$ cat config.mk
export PLATFORM = sky130hd
export DESIGN_NAME = scan_chain_ctrl_flat
export DESIGN_NICKNAME = d
export VERILOG_FILES = /design/src/rtl/scan_chain_ctrl_if.sv /design/src/rtl/scan_chain_ctrl.sv /design/src/flat_wrapper.sv
export SDC_FILE = /design/constraint.sdc
export NUM_CORES = 1
export LEC_CHECK = 0
export BUFFER_PORTS_ARGS = -buffer_cell sky130_fd_sc_hd__buf_2
export CAP_MARGIN = 20
export CORE_UTILIZATION = 51
export DETAILED_ROUTE_END_ITERATION = 10
export HOLD_SLACK_MARGIN = 0.02
export PLACE_DENSITY = 0.77
export SETUP_SLACK_MARGIN = 0.05
export SLEW_MARGIN = 20
export SYNTH_ARGS = -nofsm -noshare
export SYNTH_HDL_FRONTEND = slang
export SYNTH_SLANG_ARGS = --single-unit
export TNS_END_PERCENT = 20
$ cat constraint.sdc
create_clock -name clki -period 2.05 [get_ports clki]
set_input_delay 0.5125 -clock clki [delete_from_list [all_inputs] [get_ports clki]]
set_output_delay 0.5125 -clock clki [all_outputs]
set_load 0.05 [all_outputs]
$ cat src/rtl/scan_chain_ctrl_if.sv
// Host handshake plus scan-chain pins of scan_chain_ctrl, bundled so the
// controller sees one port. The master side is the host and the chip under scan.
interface scan_chain_ctrl_if #(
  parameter int CHAIN_LEN = 64
);
  logic                 start;
  logic [CHAIN_LEN-1:0] data_in;
  logic [CHAIN_LEN-1:0] data_out;
  logic                 busy;
  logic                 done;
  logic                 sc_sout;
  logic                 sc_sin;
  logic                 sc_clk;
  logic                 sc_load;

  modport master (
    output start, data_in, sc_sout,
    input  data_out, busy, done, sc_sin, sc_clk, sc_load
  );

  modport slave (
    input  start, data_in, sc_sout,
    output data_out, busy, done, sc_sin, sc_clk, sc_load
  );
endinterface

$ cat src/rtl/scan_chain_ctrl.sv
// Scan-chain master: shifts a parallel word out on sc_sin under a divided,
// registered scan clock while capturing sc_sout, then strobes sc_load.
module scan_chain_ctrl #(
  parameter int CHAIN_LEN     = 64,
  parameter int DIV_HALF      = 1000000,
  parameter bit LSB_FIRST     = 1'b1,
  parameter bit IDLE_CLK_HIGH = 1'b1
) (
  input logic              clki,
  input logic              rst,
  scan_chain_ctrl_if.slave bus
);
  localparam int DIV_W = $clog2(DIV_HALF + 1);
  localparam int BIT_W = $clog2(CHAIN_LEN + 1);
  localparam logic [DIV_W-1:0] DIV_LAST = DIV_W'(DIV_HALF - 1);
  localparam logic [BIT_W-1:0] BIT_LAST = BIT_W'(CHAIN_LEN - 1);

  typedef enum logic [2:0] {IDLE, SHIFT_LO, SHIFT_HI, LOAD, DONE} state_e;

  state_e               state_q, state_d;
  logic [DIV_W-1:0]     divCnt_q, divCnt_d;
  logic [BIT_W-1:0]     bitCnt_q, bitCnt_d;
  logic [CHAIN_LEN-1:0] shiftReg_q, shiftReg_d;
  logic [CHAIN_LEN-1:0] capReg_q, capReg_d;
  logic [CHAIN_LEN-1:0] dataOut_q, dataOut_d;
  logic                 scClk_q, scClk_d;
  logic                 loadHalf_q, loadHalf_d;

  logic                 divLast;
  logic [CHAIN_LEN:0]   capExt, shiftExt;
  logic [CHAIN_LEN-1:0] capNext, shiftNext;

  // One spare bit lets the shift slices stay legal when CHAIN_LEN is 1.
  always_comb begin
    if (LSB_FIRST) begin
      capExt    = {capReg_q, bus.sc_sout};
      capNext   = capExt[CHAIN_LEN-1:0];
      shiftExt  = {1'b0, shiftReg_q};
      shiftNext = shiftExt[CHAIN_LEN:1];
    end else begin
      capExt    = {bus.sc_sout, capReg_q};
      capNext   = capExt[CHAIN_LEN:1];
      shiftExt  = {shiftReg_q, 1'b0};
      shiftNext = shiftExt[CHAIN_LEN-1:0];
    end
  end

  always_ff @(posedge clki) begin
    if (rst) begin
      state_q    <= IDLE;
      divCnt_q   <= '0;
      bitCnt_q   <= '0;
      shiftReg_q <= '0;
      capReg_q   <= '0;
      dataOut_q  <= '0;
      scClk_q    <= IDLE_CLK_HIGH;
      loadHalf_q <= 1'b0;
    end else begin
      state_q    <= state_d;
      divCnt_q   <= divCnt_d;
      bitCnt_q   <= bitCnt_d;
      shiftReg_q <= shiftReg_d;
      capReg_q   <= capReg_d;
      dataOut_q  <= dataOut_d;
      scClk_q    <= scClk_d;
      loadHalf_q <= loadHalf_d;
    end
  end

  assign divLast = (divCnt_q == DIV_LAST);

  // sc_clk is computed one cycle ahead so the pin comes straight from a flop.
  always_comb begin
    state_d    = state_q;
    divCnt_d   = divCnt_q;
    bitCnt_d   = bitCnt_q;
    shiftReg_d = shiftReg_q;
    capReg_d   = capReg_q;
    dataOut_d  = dataOut_q;
    scClk_d    = scClk_q;
    loadHalf_d = loadHalf_q;
    unique case (state_q)
      IDLE: begin
        if (bus.start) begin
          shiftReg_d = bus.data_in;
          divCnt_d   = '0;
          bitCnt_d   = '0;
          loadHalf_d = 1'b0;
          scClk_d    = 1'b0;
          state_d    = SHIFT_LO;
        end
      end
      SHIFT_LO: begin
        if (divLast) begin
          divCnt_d = '0;
          scClk_d  = 1'b1;
          capReg_d = capNext;
          state_d  = SHIFT_HI;
        end else begin
          divCnt_d = divCnt_q + 1'b1;
        end
      end
      SHIFT_HI: begin
        if (divLast) begin
          divCnt_d   = '0;
          shiftReg_d = shiftNext;
          bitCnt_d   = bitCnt_q + 1'b1;
          scClk_d    = 1'b0;
          state_d    = (bitCnt_q == BIT_LAST) ? LOAD : SHIFT_LO;
        end else begin
          divCnt_d = divCnt_q + 1'b1;
        end
      end
      LOAD: begin
        // Two passes of the divider give the double-length load strobe.
        if (divLast) begin
          divCnt_d   = '0;
          loadHalf_d = 1'b1;
          if (loadHalf_q) begin
            loadHalf_d = 1'b0;
            dataOut_d  = capReg_q;
            scClk_d    = IDLE_CLK_HIGH;
            state_d    = DONE;
          end
        end else begin
          divCnt_d = divCnt_q + 1'b1;
        end
      end
      DONE: begin
        state_d = IDLE;
      end
      default: begin
        state_d = IDLE;
      end
    endcase
  end

  always_comb begin
    bus.busy     = (state_q != IDLE);
    bus.done     = (state_q == DONE);
    bus.sc_load  = (state_q == LOAD);
    bus.sc_clk   = scClk_q;
    bus.sc_sin   = LSB_FIRST ? shiftReg_q[0] : shiftReg_q[CHAIN_LEN-1];
    bus.data_out = dataOut_q;
  end
endmodule

$ cat src/flat_wrapper.sv
// flat-port wrapper written by rule: the top's interface ports become plain ports
module scan_chain_ctrl_flat 
#(
  parameter int CHAIN_LEN     = 64,
  parameter int DIV_HALF      = 1000000,
  parameter bit LSB_FIRST     = 1'b1,
  parameter bit IDLE_CLK_HIGH = 1'b1
)
  (clki, rst, bus_start, bus_data_in, bus_sc_sout, bus_data_out, bus_busy, bus_done, bus_sc_sin, bus_sc_clk, bus_sc_load);
  scan_chain_ctrl_if #(.CHAIN_LEN(CHAIN_LEN)) bus_i ();
  input logic clki;
  input logic rst;
  input wire logic [$bits(bus_i.start)-1:0] bus_start;
  input wire logic [$bits(bus_i.data_in)-1:0] bus_data_in;
  input wire logic [$bits(bus_i.sc_sout)-1:0] bus_sc_sout;
  output wire logic [$bits(bus_i.data_out)-1:0] bus_data_out;
  output wire logic [$bits(bus_i.busy)-1:0] bus_busy;
  output wire logic [$bits(bus_i.done)-1:0] bus_done;
  output wire logic [$bits(bus_i.sc_sin)-1:0] bus_sc_sin;
  output wire logic [$bits(bus_i.sc_clk)-1:0] bus_sc_clk;
  output wire logic [$bits(bus_i.sc_load)-1:0] bus_sc_load;
  assign bus_i.start = bus_start;
  assign bus_i.data_in = bus_data_in;
  assign bus_i.sc_sout = bus_sc_sout;
  assign bus_data_out = bus_i.data_out;
  assign bus_busy = bus_i.busy;
  assign bus_done = bus_i.done;
  assign bus_sc_sin = bus_i.sc_sin;
  assign bus_sc_clk = bus_i.sc_clk;
  assign bus_sc_load = bus_i.sc_load;
  scan_chain_ctrl #(.CHAIN_LEN(CHAIN_LEN), .DIV_HALF(DIV_HALF), .LSB_FIRST(LSB_FIRST), .IDLE_CLK_HIGH(IDLE_CLK_HIGH)) u_core (.clki(clki), .rst(rst), .bus(bus_i));
endmodule
==> metrics.txt <==
# TYPE chip_impl_metric gauge
chip_impl_info{name="run_status",value="finished with violations"} 1
chip_impl_info{name="failed_checks",value="negative setup slack"} 1
chip_impl_info{name="r2r-start",value="u_core.divCnt_q[18]"} 1
chip_impl_metric{name="grt_max_degree",unit=""} 131
chip_impl_metric{name="worstRegToRegCells",unit=""} 7
chip_impl_metric{name="coreArea",unit="um^2"} 17420
chip_impl_info{name="end_kind",value="flop"} 1
chip_impl_metric{name="cts_inserted_buffers",unit=""} 23
chip_impl_info{name="cts_tree",value="yes"} 1
chip_impl_metric{name="irDropWorstVdd",unit="mV"} 0.7060
chip_impl_metric{name="antenna_left",unit=""} 0
chip_impl_metric{name="first_pass_grt_wire_length",unit="um"} 38380
chip_impl_metric{name="cts-hold-fix-buffers",unit=""} 0
chip_impl_info{name="timing_worst_setup_path_type",value="reg -> reg"} 1
chip_impl_metric{name="cts.sink_count",unit=""} 224
chip_impl_metric{name="worst_slew_margin_rel",unit=""} 0.5548
chip_impl_metric{name="power.share.switching",unit=""} 0.2736
chip_impl_metric{name="finalWorstPathRequiredPeriod",unit="ns"} 2.165
chip_impl_metric{name="dp_hpwl",unit="um"} 12870
chip_impl_metric{name="timing.critical_path.arrival",unit="ns"} 2.54
chip_impl_metric{name="drt_first_pass_iters",unit=""} 5
chip_impl_metric{name="critical_path_buf_inv_count",unit=""} 2
chip_impl_metric{name="layout-area-overhead-vs-synth",unit="%"} 29.59
chip_impl_metric{name="share_clk_of_total_power",unit=""} 0.386
chip_impl_metric{name="worst_clock_skew",unit="ns"} 0.02080
chip_impl_metric{name="regToRegSetupSlack",unit="ns"} -0.11
chip_impl_metric{name="seq_power_share",unit=""} 0.456
chip_impl_info{name="critical-path-top-cell-by-count",value="sky130_fd_sc_hd__or4_4"} 1
chip_impl_metric{name="leakagePower",unit="nW"} 4.219
chip_impl_info{name="hold_class",value="in -> reg"} 1
chip_impl_info{name="dominantRegCellSynth",value="sky130_fd_sc_hd__dfxtp_1"} 1
chip_impl_metric{name="drive_gt1_frac",unit=""} 0.2954
chip_impl_info{name="setup_repair_after_global_routing_missed_its_margin",value="true"} 1
chip_impl_metric{name="dr_total_vias",unit=""} 8549
chip_impl_info{name="hold_path.startpoint",value="bus_sc_sout"} 1
chip_impl_metric{name="critical_path.max_stage_delay",unit="ns"} 0.58
chip_impl_metric{name="min_delay_path_depth",unit=""} 3
chip_impl_metric{name="drt-initial-drc-count",unit=""} 621
chip_impl_metric{name="final_design_area_no_fill",unit="um^2"} 11830
chip_impl_metric{name="post_layout_nonfiller_instances",unit=""} 1464
chip_impl_metric{name="clock_latency_on_the_worst_skew_pair",unit="ns"} 0.53
chip_impl_info{name="cpMaxStageDelayCell",value="sky130_fd_sc_hd__or4_4"} 1
chip_impl_metric{name="timing.fmax",unit="GHz"} 0.4620
chip_impl_info{name="hold_path_end",value="u_core.capReg_q[0]"} 1
chip_impl_metric{name="routed_wirelength",unit="um"} 26060
chip_impl_metric{name="port_buffers",unit=""} 136
chip_impl_metric{name="synth_seq_cells",unit=""} 224
chip_impl_metric{name="first_global_vias",unit=""} 7986
chip_impl_metric{name="asyncSetResetFlopFracSynth",unit=""} 0
chip_impl_info{name="critical_path.cell_chain",value="nand3_2 -> or4_4 -> or4_4 -> buf_12 -> buf_16 -> nand2_2 -> a21oi_1"} 1
chip_impl_metric{name="layout_worst_path_cycle_share",unit=""} 1.056
chip_impl_metric{name="power_per_cell_area",unit="nW/um^2"} 890.9
chip_impl_metric{name="drv.max_cap_violation_count",unit=""} 0
chip_impl_metric{name="placement.setup.worst_slack",unit="ns"} -0.02442
chip_impl_metric{name="post_synth.cell_area_avg",unit="um^2"} 8.462
chip_impl_metric{name="height_of_the_die",unit="um"} 135.8
chip_impl_metric{name="final-setup-viol-count",unit=""} 72
chip_impl_metric{name="synth.cell_area",unit="um^2"} 9130
chip_impl_metric{name="power.combinational.fraction",unit=""} 0.157
chip_impl_metric{name="syn-instance-count",unit=""} 1079
chip_impl_metric{name="globalRouteOverflowTotal",unit=""} 0
chip_impl_metric{name="netSwitchingPower",unit="W"} 0.002884
chip_impl_metric{name="track_usage",unit=""} 0.2559
chip_impl_info{name="crit-reg2reg-capture",value="u_core.capReg_q[54]"} 1
chip_impl_metric{name="final_setup_slack_of_the_worst_path",unit="ns"} -0.1146
chip_impl_metric{name="floorplan.die.width",unit="um"} 135.8
chip_impl_metric{name="drt_drc_violations_left",unit=""} 0
chip_impl_metric{name="maxSlewViolCount",unit=""} 0
chip_impl_metric{name="crit_required",unit="ns"} 2.42
chip_impl_metric{name="ctsHtreeMaxLevel",unit=""} 1
chip_impl_metric{name="synth_enable_flop_cells",unit=""} 0
chip_impl_metric{name="final_net_count",unit=""} 1294
chip_impl_metric{name="placed_cell_area",unit="um^2"} 10140
chip_impl_metric{name="yosysWarningCount",unit=""} 0
chip_impl_metric{name="die-area",unit="um^2"} 18440
chip_impl_metric{name="diode_count",unit=""} 0
chip_impl_metric{name="critical_path.max_fanout",unit=""} 8
chip_impl_metric{name="clock_tree.buffer_depth",unit=""} 3
chip_impl_metric{name="grt_antenna_before_repair",unit=""} 3
chip_impl_metric{name="vias_per_cell",unit=""} 5.839
chip_impl_info{name="clock_tree.root_cell",value="sky130_fd_sc_hd__clkbuf_16"} 1
chip_impl_metric{name="nFillCells",unit=""} 1337
chip_impl_info{name="timing.critical_path.from_type",value="flop"} 1
chip_impl_metric{name="num_io_pins",unit=""} 137
chip_impl_metric{name="initial_core_utilization",unit=""} 0.5242
chip_impl_info{name="worst_path_dominant_cell_family",value="simple AND/OR/NAND/NOR gates"} 1
chip_impl_metric{name="postSynthNetCount",unit=""} 1149
chip_impl_metric{name="timing_worst_slew_pin_value",unit="ns"} 0.6679
chip_impl_metric{name="mean_routed_wirelength_per_cell",unit="um"} 17.80
chip_impl_metric{name="rows",unit=""} 48
chip_impl_metric{name="p_int",unit="W"} 0.007656
chip_impl_metric{name="hold-worst-slack",unit="ns"} 0.2508
chip_impl_metric{name="cts.reportedPaths.clkPinSlew",unit="ns"} 0.06
chip_impl_metric{name="utilization",unit=""} 0.6793
chip_impl_metric{name="finalHoldViolations",unit=""} 0
chip_impl_metric{name="synth_seq_area_share",unit=""} 0.4912
chip_impl_metric{name="count_of_different_cell_masters_after_synthesis",unit=""} 51
chip_impl_metric{name="dp_cells",unit=""} 1395
chip_impl_metric{name="gp_routability_congestion",unit=""} 0.8608
stage by stage:
stage / power, W / TNS, ns
floorplan: 0.006006 / -2.672
global placement: 0.006449 / 0
detailed placement: 0.006498 / -0.1132
CTS: 0.01053 / -0.1320
global route: 0.01094 / -10.55
finish: 0.01054 / -2.972
layout make-up:
| cell class | count | area [um^2] | share of cell area |
|---|---|---|---|
| clock buffers | 33 | 673.1 | 0.05690 |
| well taps | 225 | 281.5 | 0.02379 |
| repair buffers | 211 | 1719 | 0.1453 |
| multi-input cells | 753 | 4566 | 0.3859 |
| flip-flops and latches | 224 | 4498 | 0.3802 |
| clock inverters | 7 | 52.55 | 0.004442 |
| inverters | 11 | 41.29 | 0.003490 |
cell usage in the layout, fill, tap and decap left out, types with 14 or more instances in the layout:
cell | Yosys | layout
sky130_fd_sc_hd__clkbuf_16 | 0 | 26
sky130_fd_sc_hd__nor3_1 | 69 | 67
sky130_fd_sc_hd__a21oi_1 | 140 | 114
sky130_fd_sc_hd__buf_2 | 24 | 132
sky130_fd_sc_hd__dfxtp_1 | 224 | 213
sky130_fd_sc_hd__nand4_1 | 18 | 18
sky130_fd_sc_hd__buf_4 | 1 | 43
sky130_fd_sc_hd__a211oi_1 | 64 | 64
sky130_fd_sc_hd__nand3_1 | 15 | 14
sky130_fd_sc_hd__nand2_2 | 0 | 36
sky130_fd_sc_hd__a21oi_2 | 0 | 26
sky130_fd_sc_hd__nand2_4 | 0 | 22
sky130_fd_sc_hd__nand2_1 | 283 | 225
sky130_fd_sc_hd__mux2i_1 | 65 | 65
synth_stat cells (3+ instances only):
cell type | instances | area, um^2
sky130_fd_sc_hd__a211oi_1 | 64 | 480.5
sky130_fd_sc_hd__and4_1 | 3 | 26.28
sky130_fd_sc_hd__inv_1 | 11 | 41.29
sky130_fd_sc_hd__buf_2 | 24 | 120.1
sky130_fd_sc_hd__o22ai_1 | 3 | 18.77
sky130_fd_sc_hd__or3b_1 | 3 | 26.28
sky130_fd_sc_hd__dfxtp_1 | 224 | 4484
sky130_fd_sc_hd__a31oi_1 | 8 | 50.05
sky130_fd_sc_hd__and3_1 | 3 | 18.77
sky130_fd_sc_hd__nor3_1 | 69 | 345.3
sky130_fd_sc_hd__a21oi_1 | 140 | 700.7
sky130_fd_sc_hd__and2_1 | 3 | 18.77
sky130_fd_sc_hd__or3_1 | 9 | 56.30
sky130_fd_sc_hd__o21ai_0 | 8 | 40.04
sky130_fd_sc_hd__buf_6 | 12 | 135.1
sky130_fd_sc_hd__xnor2_1 | 3 | 26.28
sky130_fd_sc_hd__or2_2 | 3 | 18.77
sky130_fd_sc_hd__nor2b_1 | 3 | 18.77
sky130_fd_sc_hd__clkbuf_1 | 50 | 187.7
sky130_fd_sc_hd__nand4_1 | 18 | 112.6
sky130_fd_sc_hd__nor2_1 | 12 | 45.04
sky130_fd_sc_hd__nand3_1 | 15 | 75.07
sky130_fd_sc_hd__nand2_1 | 283 | 1062
sky130_fd_sc_hd__mux2i_1 | 65 | 650.6
sky130_fd_sc_hd__o31ai_1 | 3 | 22.52
sky130_fd_sc_hd__buf_1 | 4 | 15.01
routing by layer:
| layer | vias to the layer above | GRT usage | wire [um] |
|---|---|---|---|
| met5 | - | 0 | 13 |
| met3 | 75 | 0.05874 | 2162 |
| li1 | 4064 | - | - |
| met1 | 4027 | 0.3223 | 10760 |
| met4 | 2 | 0.09114 | 886 |
| met2 | 381 | 0.4260 | 12240 |
worst register-to-register path: cells and delay by family, from the launching register on:
kind                   cells  cell delay [ns]
AO/OA/AOI/OAI              1             0.08
buffers and inverters      2             0.35
flip-flops                 1             0.34
AND/OR/NAND/NOR            4             1.24
power by group through the flow:
stage,clock [W],combinational [W],sequential [W]
after global routing,0.00429,0.00181,0.00484
after global placement,0,0.00157,0.00487
after floorplan,0,0.00114,0.00487
after CTS,0.00409,0.00164,0.00480
after detailed placement,0,0.00161,0.00489
final,0.00407,0.00166,0.00481
cell families (layout without fill, tap and decap cells):
kind of cell / Yosys count / in the layout / synth area share
xor gates and xnor gates: 4 / 4 / 0.003838
muxes: 65 / 65 / 0.07126
buffers and inverters: 102 / 262 / 0.05550
AOI/OAI and AO/OA: 241 / 241 / 0.1579
and+or+nand+nor: 441 / 441 / 0.2176
adders and majority gates: 2 / 2 / 0.002740
DFF: 224 / 224 / 0.4912
registers in the layout (all words and copies together) (netlist names):
name,flops
u_core.bitCnt_q,7
u_core.bus.data_out,64
u_core.bus.sc_clk,1
u_core.capReg_q,64
u_core.divCnt_q,20
u_core.loadHalf_q,1
u_core.shiftReg_q,64
u_core.state_q,3
how the worst max path moves through the flow:
stage,start,end,slack (ns),cells after the start
6_report,u_core.divCnt_q[18],u_core.capReg_q[54],-0.11,7
5_1_grt,u_core.divCnt_q[18],u_core.capReg_q[54],-0.16,9
4_1_cts,u_core.divCnt_q[18],u_core.capReg_q[33],-0.02,7
3_5_place_dp,u_core.divCnt_q[11],u_core.shiftReg_q[62],-0.02,6
3_3_place_gp,u_core.divCnt_q[11],u_core.shiftReg_q[29],0.01,6
2_1_floorplan,u_core.divCnt_q[12],u_core.capReg_q[10],-0.04,8
what timing repair did:
| action | in CTS | in global routing |
|---|---|---|
| endpoints found under the setup margin | 172 | 208 |
| pin swaps | 49 | 26 |
| gates cloned | 11 | 5 |
| buffers inserted | 9 | 4 |
| resized for setup | 77 | 77 |
(Power assumes the default switching activity.)
